[src/rtl/quad_pkg.sv]
// Shared types and coefficient defaults for the quadratic solver datapath.
// Imported by the x^2 multiplier and by quad_combine.
package quad_pkg;
  localparam int QUAD_WIDTH = 16;
  localparam logic [QUAD_WIDTH-1:0] QUAD_A = 16'd101;
  localparam logic [QUAD_WIDTH-1:0] QUAD_B = 16'd59;
  localparam logic [QUAD_WIDTH-1:0] QUAD_C = 16'd76;

  typedef logic [QUAD_WIDTH-1:0] quad_word_t;
endpackage

[src/rtl/quad_combine_stream_join2.sv]
// Joins two valid/ready streams: a beat is taken from both only when both are
// valid and the consumer can advance, so a lone valid is never consumed.
module stream_join2 (
  input  logic a_valid,
  input  logic b_valid,
  input  logic adv,
  output logic fire,
  output logic a_ready,
  output logic b_ready
);
  // Each ready waits on the other stream's valid so neither side is consumed alone.
  always_comb begin
    fire    = a_valid & b_valid & adv;
    a_ready = adv & b_valid;
    b_ready = adv & a_valid;
  end
endmodule

[src/rtl/quad_combine.sv]
// Final quadratic-solver stage: joins the x and x^2 streams and forms
// Y = A*x2 + B*x + C in a 2-stage pipeline with valid/ready backpressure.
module quad_combine
  import quad_pkg::*;
#(
  parameter int WIDTH = QUAD_WIDTH,
  parameter logic [WIDTH-1:0] A = WIDTH'(QUAD_A),
  parameter logic [WIDTH-1:0] B = WIDTH'(QUAD_B),
  parameter logic [WIDTH-1:0] C = WIDTH'(QUAD_C)
) (
  input  logic             clk,
  input  logic             rst,
  input  logic [WIDTH-1:0] x2_data,
  input  logic             x2_valid_in,
  output logic             x2_ready_out,
  input  logic [WIDTH-1:0] x_data,
  input  logic             x_valid_in,
  output logic             x_ready_out,
  output logic [WIDTH-1:0] o_y,
  output logic             o_valid_out,
  input  logic             o_ready_in,
  output logic [WIDTH-1:0] o_count
);
  logic             s1_valid_r;
  logic             s2_valid_r;
  logic [WIDTH-1:0] s1_p_r;
  logic [WIDTH-1:0] s1_q_r;
  logic             adv1_s;
  logic             adv2_s;
  logic             fire_s;

  // A stage may load when it is empty or when the stage after it is draining.
  always_comb begin
    adv2_s = ~s2_valid_r | o_ready_in;
    adv1_s = ~s1_valid_r | adv2_s;
  end

  stream_join2 u_join (
    .a_valid (x_valid_in),
    .b_valid (x2_valid_in),
    .adv     (adv1_s),
    .fire    (fire_s),
    .a_ready (x_ready_out),
    .b_ready (x2_ready_out)
  );

  // Pipeline registers, result register and delivered-result counter.
  always_ff @(posedge clk) begin
    if (rst) begin
      s1_valid_r <= 1'b0;
      s2_valid_r <= 1'b0;
      s1_p_r     <= '0;
      s1_q_r     <= '0;
      o_y        <= '0;
      o_count    <= '0;
    end else begin
      if (adv1_s) begin
        s1_valid_r <= fire_s;
        if (fire_s) begin
          s1_p_r <= A * x2_data;
          s1_q_r <= B * x_data + C;
        end
      end
      if (adv2_s) begin
        s2_valid_r <= s1_valid_r;
        // o_y only changes when stage 2 advances, so it holds under backpressure.
        if (s1_valid_r) begin
          o_y <= s1_p_r + s1_q_r;
        end
      end
      if (s2_valid_r & o_ready_in) begin
        o_count <= o_count + WIDTH'(1);
      end
    end
  end

  assign o_valid_out = s2_valid_r;
endmodule

[config.mk]
export PLATFORM = sky130hd
export DESIGN_NAME = quad_combine
export DESIGN_NICKNAME = d
export VERILOG_FILES = /design/src/rtl/quad_pkg.sv /design/src/rtl/quad_combine_stream_join2.sv /design/src/rtl/quad_combine.sv
export SDC_FILE = /design/constraint.sdc
export NUM_CORES = 1
export LEC_CHECK = 0
export CAP_MARGIN = 20
export CORE_AREA = 2 2 107 109
export CTS_CLUSTER_DIAMETER = 60
export CTS_CLUSTER_SIZE = 40
export DETAILED_ROUTE_END_ITERATION = 10
export DIE_AREA = 0 0 109 111
export PLACE_DENSITY = 0.91
export SYNTH_ARGS = -nofsm -noshare
export SYNTH_HDL_FRONTEND = slang
export SYNTH_SLANG_ARGS = --single-unit
[constraint.sdc]
create_clock -name clk -period 11.92 [get_ports clk]
set_clock_uncertainty 0.2 [all_clocks]
set_input_delay 3.576 -clock clk [delete_from_list [all_inputs] [get_ports clk]]
set_output_delay 3.576 -clock clk [all_outputs]
set_load 0.005 [all_outputs]
==> impl_metrics.yaml, run 1 <==
job:
  max_cap_viol_count: 0
final_layout:
  area_growth_syn_to_layout_pct: 18.11
  final_core_density_pct: 67.85
  drive_gt1_share_pct: 2.706
  antenna_cells: 0
  stdcell_area_mm2: 0.007516
  nFillCells: 818
  num-nets-final: 991
floorplan:
  die_w_um: 109
  fp.coreArea_mm2: 0.01108
  floorplan.die_area_mm2: 0.01210
  die_y_um: 111
  i_o_pin_total: 72
  rows: 39
  initial_core_util_pct: 57.45
timing:
  hold-worst-slack_ns: 0.2509
  timing_max_transition_violations_final: 0
  rsz0062_at_grt: "no"
  worst_pin_slew_ns: 0.8997
  timing.fmax_mhz: 114.7
  setup_viol_count_final: 0
  min_period_ns: 8.719
  fin_tns_setup_ns: 0
  timing.max_slew.rel_slack_pct: 40.02
  period_share_pct: 73.15
  report.final.hold_viol_count: 0
detailed_routing:
  drt_drc_violations_left: 0
  drt-vias-per-instance: 5.595
  final_antenna_net_count: 0
  1st_iter_drt_viols: 377
  dr.pass1.iters: 5
  route.detailed.wl_per_inst_um: 13.71
  drt_wl_total_mm: 13.11
  routed-via-count: 5349
synthesis:
  async_flop_share_pct: 0
  ys_types: 48
  syn-cell-area_mm2: 0.006364
  yosys.cell_count.top_type: "sky130_fd_sc_hd__inv_1"
  synth-edff-count: 0
  synth_area_leader_cell: "sky130_fd_sc_hd__dfxtp_1"
  syn_avg_cell_area_um2: 8.530
  yosys.area.top_type_share_pct: 20.76
  ys_ff_latch: 66
  ys.warnings.count: 0
  ys_seq_area_share_pct: 20.76
  synth_area_leaders: "sky130_fd_sc_hd__dfxtp_1, sky130_fd_sc_hd__ha_1, sky130_fd_sc_hd__fa_1"
  synthesized_nets: 929
  ys_top_cells_by_count: "sky130_fd_sc_hd__inv_1, sky130_fd_sc_hd__ha_1, sky130_fd_sc_hd__nand2_1"
  netlist_instances: 746
  synthFlopType: "sky130_fd_sc_hd__dfxtp_1"
setup_path:
  timing.critical_path.to_type: "output pin"
  worstPathCellList: "clkdlybuf4s50_1, nor2b_1, nand2_1, and2_1, clkdlybuf4s50_1"
  worst_setup_path_start_kind: "input port"
  regToRegSetupSlack_ns: 9.11
  worst_path_fanout_max: 5
  timing.critical_path.required_ns: 8.14
  cell_seen_most_often_among_critical_path_stages: "sky130_fd_sc_hd__clkdlybuf4s50_1"
  crit_path_arrival_time_ns: 4.94
  max_stage_delay_ns: 0.44
  timing.setup.critical_path_class: "in -> out"
  critical_path.slowest_cell: "sky130_fd_sc_hd__clkdlybuf4s50_1"
power_and_ir_drop:
  power_per_cell_area_mw_per_mm2: 162.2
  cellLeakagePower_nw: 3.533
  report.power.total_mw: 1.219
  peakVddDrop_mv: 0.1057
place:
  hpwl_mm: 10.14
  io_buffer_count: 71
  postPlaceCellArea_mm2: 0.007181
  gp_routability_congestion: 0.9030
global_route:
  grt_pass1_vias: 5138
  grt.total_usage_pct: 23.23
  antenna_found_initial: 0
  grt_overflow: 0
  grt_start_max_net_pins: 66
  grt_first_pass_wirelength_mm: 23.05
clocking:
  holdBufCountCts: 0
  ctsHtreeMaxLevel: 3
  clock_tree.buffer_depth: 2
  cts.repair_timing.setup_buffer_count: 0
  cts_resized: 0
  cts_made_buffers: 9
  clock-root-buffer: "sky130_fd_sc_hd__clkbuf_16"
  cts.sinks: 66
  worst_setup_hold_path_clk_slew_ns: 0.05
  cts_tree: "yes"
  worstSkewPairLatency_ns: 0.33
outcome:
  status: "finished clean"
hold_path:
  hold_path_class: "reg -> reg"
-- through the flow --
step                worst slack, ns  std cells
floorplan                     4.176        746
global placement              3.279        940
finish                        3.201        956
global route                  3.132        956
detailed placement            3.275        940
CTS                           3.214        956
-- kinds of logic after synthesis --
logic type | share of synthesized area [%]
buffers and inverters | 8.612
and+or+nand+nor | 13.98
xor gates and xnor gates | 5.918
DFF | 20.76
AOI/OAI and AO/OA | 15.53
adders and majority gates | 34.72
muxes | 0.4719
-- worst max-delay path: cells and delay by family --
| family | cells | cell delay [ns] |
|---|---|---|
| buf+inv | 2 | 0.88 |
| simple gates | 3 | 0.49 |
-- power by group --
part           switching [mW]  internal (mW)
combinational           0.357          0.294
sequential             0.0183          0.249
clock                  0.0965          0.204
total                   0.471          0.748
-- layout by cell type (no fill, tap or decap), types with 3 or more instances in the layout --
cell type                         Yosys  final
sky130_fd_sc_hd__a211oi_1            18     18
sky130_fd_sc_hd__nand4_1             11     11
sky130_fd_sc_hd__o311ai_0             3      3
sky130_fd_sc_hd__nor3_1              11     11
sky130_fd_sc_hd__o211ai_1             4      4
sky130_fd_sc_hd__ha_1                95     95
sky130_fd_sc_hd__and3_1               9      9
sky130_fd_sc_hd__nand2_1             68     68
sky130_fd_sc_hd__xor2_1              17     17
sky130_fd_sc_hd__o21bai_1             3      3
sky130_fd_sc_hd__a31oi_1              3      3
sky130_fd_sc_hd__nand3_1             12     12
sky130_fd_sc_hd__a22o_1               4      4
sky130_fd_sc_hd__dfxtp_1             66     66
sky130_fd_sc_hd__or4_1                3      3
sky130_fd_sc_hd__nor2_1              43     43
sky130_fd_sc_hd__bufinv_16            0      3
sky130_fd_sc_hd__o21ai_0             26     26
sky130_fd_sc_hd__or3_1               10     10
sky130_fd_sc_hd__clkbuf_16            0      9
sky130_fd_sc_hd__a21oi_1             53     53
sky130_fd_sc_hd__nand2b_1             6      6
sky130_fd_sc_hd__and2_1               5      5
sky130_fd_sc_hd__a21o_1              15     15
sky130_fd_sc_hd__fa_1                51     51
sky130_fd_sc_hd__xnor2_1             26     26
sky130_fd_sc_hd__clkdlybuf4s50_1      0     70
sky130_fd_sc_hd__inv_1              124    124
sky130_fd_sc_hd__mux2i_1              3      3
sky130_fd_sc_hd__o21a_1               7      7
-- routing by layer --
layer / track usage (%) / vias up / wire length [um]
met5: 0 / - / 0
met4: 8.205 / 0 / 339
met3: 3.233 / 26 / 604
met2: 38.01 / 171 / 6382
met1: 31.15 / 2520 / 5779
li1: - / 2632 / -
-- cell type report --
class	instances	area (um2)	share of cell area (%)
Clock inverter	5	102.6	1.365
Clock buffer	11	232.7	3.096
Sequential cell	66	1321	17.58
Timing Repair Buffer	73	720.7	9.589
Tap cell	143	178.9	2.381
Multi-Input combinational cell	534	4494	59.80
Inverter	124	465.4	6.193
-- final timing paths --
check	from	end	cells after the start
worst max-delay path	o_ready_in	x2_ready_out	5
worst min-delay path	o_y[5]	o_y[5]	2
worst max register to register	s1_p_r[0]	o_y[14]	9
worst min register to register	o_y[5]	o_y[5]	2
-- sequential cells by signal (all words and copies together) (netlist names) --
| register | count |
|---|---|
| o_y | 16 |
| o_valid_out | 1 |
| o_count | 16 |
| s1_valid_r | 1 |
| s1_p_r | 16 |
| s1_q_r | 16 |
(Power assumes the default switching activity.)
==> inputs of run 2 (changes only) <==
Settings changed: CORE_AREA 2 2 107 109 to 2 2 108 110, DIE_AREA 0 0 109 111 to 0 0 110 112, PLACE_DENSITY 0.91 to 0.9.
Clock period 11.92 ns to 8.15 ns, I/O delays scaled along.
==> run 2 against run 1 <==
Effect of this change: combinational power grew 48%; clock power increased by 35%; via count is 3.7% lower; routed wire length fell by 0.51%; non-clock buffer count is the same; setup slack worse by 1.8 ns; critical path depth grew 11; global-route usage down 0.81 points.
==> impl_metrics.yaml, run 2 (synthesized netlist as in run 1, its figures left out) <==
outcome:
  status: "finished clean"
timing:
  setup_viol_count_final: 0
  fin_tns_setup_ns: 0
  report.final.hold_viol_count: 0
  hold-worst-slack_ns: 0.2506
  timing.fmax_mhz: 147.4
  period_share_pct: 83.22
  timing.max_slew.rel_slack_pct: 44.44
  min_period_ns: 6.782
  rsz0062_at_grt: "no"
  worst_pin_slew_ns: 0.8335
  timing_max_transition_violations_final: 0
detailed_routing:
  1st_iter_drt_viols: 339
  route.detailed.wl_per_inst_um: 13.64
  routed-via-count: 5151
  drt_drc_violations_left: 0
  drt_wl_total_mm: 13.04
  drt-vias-per-instance: 5.388
  final_antenna_net_count: 0
  dr.pass1.iters: 5
final_layout:
  num-nets-final: 991
  nFillCells: 823
  mostFrequentLayoutCell: "sky130_fd_sc_hd__inv_1"
  antenna_cells: 0
  final_cell_mix: "sky130_fd_sc_hd__inv_1, sky130_fd_sc_hd__ha_1, sky130_fd_sc_hd__clkdlybuf4s50_1"
  area_growth_syn_to_layout_pct: 17.74
  drive_gt1_share_pct: 2.706
global_route:
  antenna_found_initial: 0
  grt_start_max_net_pins: 66
  grt_first_pass_wirelength_mm: 22.73
  grt.total_usage_pct: 22.43
  grt_pass1_vias: 5030
  grt_overflow: 0
power_and_ir_drop:
  peakVddDrop_mv: 0.1325
  clock_power_share_pct: 23.0
  cellLeakagePower_nw: 3.527
  sequentialPowerShare_pct: 22.2
  internal-power_mw: 1.065
  power_switching_mw: 0.6955
  swShare_pct: 39.51
  pwr-share-comb_pct: 54.8
  power_per_cell_area_mw_per_mm2: 235.0
setup_path:
  worst_setup_path_start_kind: "input port"
  worst_path_fanout_max: 7
  timing.setup.critical_path_class: "in -> reg"
  timing.critical_path.to_type: "flip-flop"
  crit_path_arrival_time_ns: 6.79
  timing.critical_path.required_ns: 8.16
clocking:
  worst_setup_hold_path_clk_slew_ns: 0.06
  holdBufCountCts: 0
  clock_tree.buffer_depth: 2
  cts_tree: "yes"
  cts_made_buffers: 9
  worstSkewPairLatency_ns: 0.32
  cts_resized: 0
  cts.sinks: 66
  clock-root-buffer: "sky130_fd_sc_hd__clkbuf_16"
  cts.repair_timing.setup_buffer_count: 0
  ctsHtreeMaxLevel: 3
floorplan:
  floorplan.die_area_mm2: 0.01232
  fp.coreArea_mm2: 0.01117
  i_o_pin_total: 72
  die_w_um: 110
  die_y_um: 112
  rows: 39
  initial_core_util_pct: 56.95
place:
  hpwl_mm: 10.21
  io_buffer_count: 71
  gp_routability_congestion: 0.9698
hold_path:
  hold_path_class: "reg -> reg"
job:
  max_cap_viol_count: 0
==> run 2: power groups by stage <==
stage | Sequential [mW] | Combinational (mW) | Clock, mW
3_3_place_gp | 0.395 | 0.916 | 0
3_5_place_dp | 0.397 | 0.948 | 0
2_1_floorplan | 0.389 | 0.745 | 0
4_1_cts | 0.391 | 0.961 | 0.406
6_report | 0.391 | 0.965 | 0.404
5_1_grt | 0.395 | 1.10 | 0.423
==> run 2: area by class of cell <==
type | instances | area, um2 | share of cell area [%]
Multi-Input combinational cell | 534 | 4494 | 59.99
Sequential cell | 66 | 1321 | 17.64
Timing Repair Buffer | 73 | 720.7 | 9.619
Inverter | 124 | 465.4 | 6.212
Clock buffer | 11 | 232.7 | 3.106
Tap cell | 143 | 178.9 | 2.388
Clock inverter | 5 | 78.83 | 1.052
==> run 2: final timing paths <==
kind	startpoint	to	slack, ns	cells past startpoint
worst max-delay path	x_data[6]	s1_q_r[15]	1.37	16
worst min-delay path	o_y[5]	o_y[5]	0.25	2
worst max register to register	s1_q_r[0]	o_y[14]	5.40	9
worst min register to register	o_y[5]	o_y[5]	0.25	2
==> run 2: critical path: stages <==
cell and delay [ns]:
sky130_fd_sc_hd__clkdlybuf4s50_1 0.61, sky130_fd_sc_hd__inv_1 0.13, sky130_fd_sc_hd__fa_1 0.51, sky130_fd_sc_hd__inv_1 0.06, sky130_fd_sc_hd__fa_1 0.55, sky130_fd_sc_hd__inv_1 0.06
sky130_fd_sc_hd__fa_1 0.53, sky130_fd_sc_hd__inv_1 0.05, sky130_fd_sc_hd__ha_1 0.29, sky130_fd_sc_hd__ha_1 0.41, sky130_fd_sc_hd__o21a_1 0.15, sky130_fd_sc_hd__o211ai_1 0.07
sky130_fd_sc_hd__a31oi_1 0.24, sky130_fd_sc_hd__o221ai_1 0.19, sky130_fd_sc_hd__and3_1 0.21, sky130_fd_sc_hd__a311o_1 0.27
==> run 2: per-layer routing <==
layer	up-vias	global-route usage [%]	wire length (um)
met4	0	5.907	165
met2	109	36.93	6364
li1	2624	-	-
met3	11	2.518	403
met1	2407	31.12	6104
met5	-	0	0
==> run 2: metrics by stage <==
| step | power (mW) | area (um2) | util [%] | worst slack [ns] | std cells |
|---|---|---|---|---|---|
| floorplan | 1.134 | 6364 | - | 1.972 | 746 |
| global placement | 1.311 | 7181 | 64.26 | 1.224 | 940 |
| detailed placement | 1.345 | 7181 | 64.26 | 1.029 | 940 |
| CTS | 1.758 | 7492 | 67.05 | 1.353 | 956 |
| global route | 1.918 | 7492 | 67.05 | 1.166 | 956 |
| finish | 1.760 | 7492 | 67.05 | 1.368 | 956 |
==> patch: new RTL, config.mk and constraints of run 2 <==
Reset style: asynchronous (`rst`), changed in one clocked block.
--- a/src/rtl/quad_combine.sv
+++ b/src/rtl/quad_combine.sv
@@ -45,7 +45,7 @@
   );
 
   // Pipeline registers, result register and delivered-result counter.
-  always_ff @(posedge clk) begin
+  always_ff @(posedge clk or posedge rst) begin
     if (rst) begin
       s1_valid_r <= 1'b0;
       s2_valid_r <= 1'b0;
Function: differs if rst is asserted again (counterexample within 4 cycles, from zero or initial values and one cycle with rst high); with rst held inactive, the same outputs for 10 cycles.
==> patch against run 2 <==
Sequential cell count unchanged. Critical path type unchanged. Wire length increased by 1.7%. Maximum frequency decreased by 4.6%. Worst setup slack got worse by 320 ps. Total power increased by 27%. Critical path depth decreased by 1. Sequential share of layout area increased by 4.5 points. Cell area decreased by 0.32%. Synthesized area decreased by 0.77%. Final cell count decreased by 7.1%. Synthesized cell count decreased by 11%. Critical endpoint is now s1_q_r[15].
==> patch: results (changes against run 2) <==
register area share after synthesis = 26.15% (+5.4 points)
DR vias = 4,842 (-6.0%)
GRT Overall Usage = 23.64% (+1.2 points)
most frequent cells after synthesis = 125 x inv_1, 95 x ha_1, 75 x nand2_1
average cell area after synthesis = 9.482 um^2 (+11%)
pin count of the biggest net entering global routing = 67 (+1.5%)
largest fanout on the critical path = 6 (-1)
HPWL Detailed = 10,620 um (+3.9%)
nets = 923 (-6.9%)
Routed WL = 13,260 um (+1.7%)
top post-synthesis cells by area = dfrtp_1 26%, ha_1 19%, fa_1 16%
Pleak = 0.003818 uW (+8.3%)
placed cells = 872 (-7.2%)
post-place setup slack = 753.3 ps (-275.4 ps)
WP data arrival = 7120 ps (+330 ps)
Synth Area in Compound Gates = 11.83% (-3.7 points)
run status = complete, no violations
Final Wtd Congestion = 0.9149 (-5.7%)
syn nets = 849 (-8.6%)
Yosys top cell area share = 26.15% (+5.4 points)
mux cell area share after synthesis = 0.7133% (+0.24 points)
peak supply drop = 175.7 uV (+33%)
fraction of layout cells with a size suffix above 1 = 3.893% (+1.2 points)
drt initial violations = 334 (-1.5%)
Fill cells = 830 (+0.85%)
Synth Area in XOR/XNOR = 7.767% (+1.8 points)
## patch: cell count changes after synthesis, moves of 10 or more
cell	change
a211oi_1	-17
a21oi_1	-27
clkbuf_1	-10
dfrtp_1	+66
dfxtp_1	-66
nor2_1	-21
o21ai_0	+11
## patch: cell type report
type	instances	area [um^2]	area share [%]
multi-input cells	465	4156	55.65
inverters	125	469.2	6.282
clock inverters	6	57.56	0.7706
flip-flops and latches	66	1652	22.11
clock buffers	10	229.0	3.066
well taps	143	178.9	2.396
repair buffers	73	725.7	9.717
## patch: worst paths after layout
kind / startpoint / to / slack, ps / cells after the start
setup reg to reg: s1_p_r[0] / o_y[14] / 5490 / 10
max in group asynchronous: rst / o_y[13] / 4740 / 3
hold / removal: o_count[15] / o_count[15] / 270 / 1
hold reg to reg: o_count[15] / o_count[15] / 270 / 1
setup / recovery: x_data[1] / s1_q_r[15] / 1040 / 15
min in group asynchronous: rst / o_count[15] / 2480 / 3
## patch: power by group
group	leakage, uW	internal, uW	total, uW	switching (uW)
clock	0.000142	234	373	139
combinational	0.00285	634	1340	707
sequential	0.000826	443	527	83.5
## patch: stage by stage
step                hold WS [ps]  power (uW)  utilization (%)  area [um^2]
floorplan                  249.8        1462                -         6315
global placement           258.0        1756            64.27         7182
detailed placement         268.2        1841            64.27         7182
CTS                        279.6        2239            66.83         7468
global route               294.5        2450            66.83         7468
finish                     272.9        2240            66.83         7468
## patch: routing by layer
| layer | GRT usage (%) | part of all wire, % | wire length [um] | vias to the layer above |
|---|---|---|---|---|
| met4 | 10.55 | 3.0 | 404 | 0 |
| met2 | 41.19 | 52 | 6850 | 156 |
| li1 | - | - | - | 2326 |
| met3 | 2.693 | 3.8 | 500 | 41 |
| met5 | 0 | 0 | 0 | - |
| met1 | 28.98 | 41 | 5501 | 2319 |
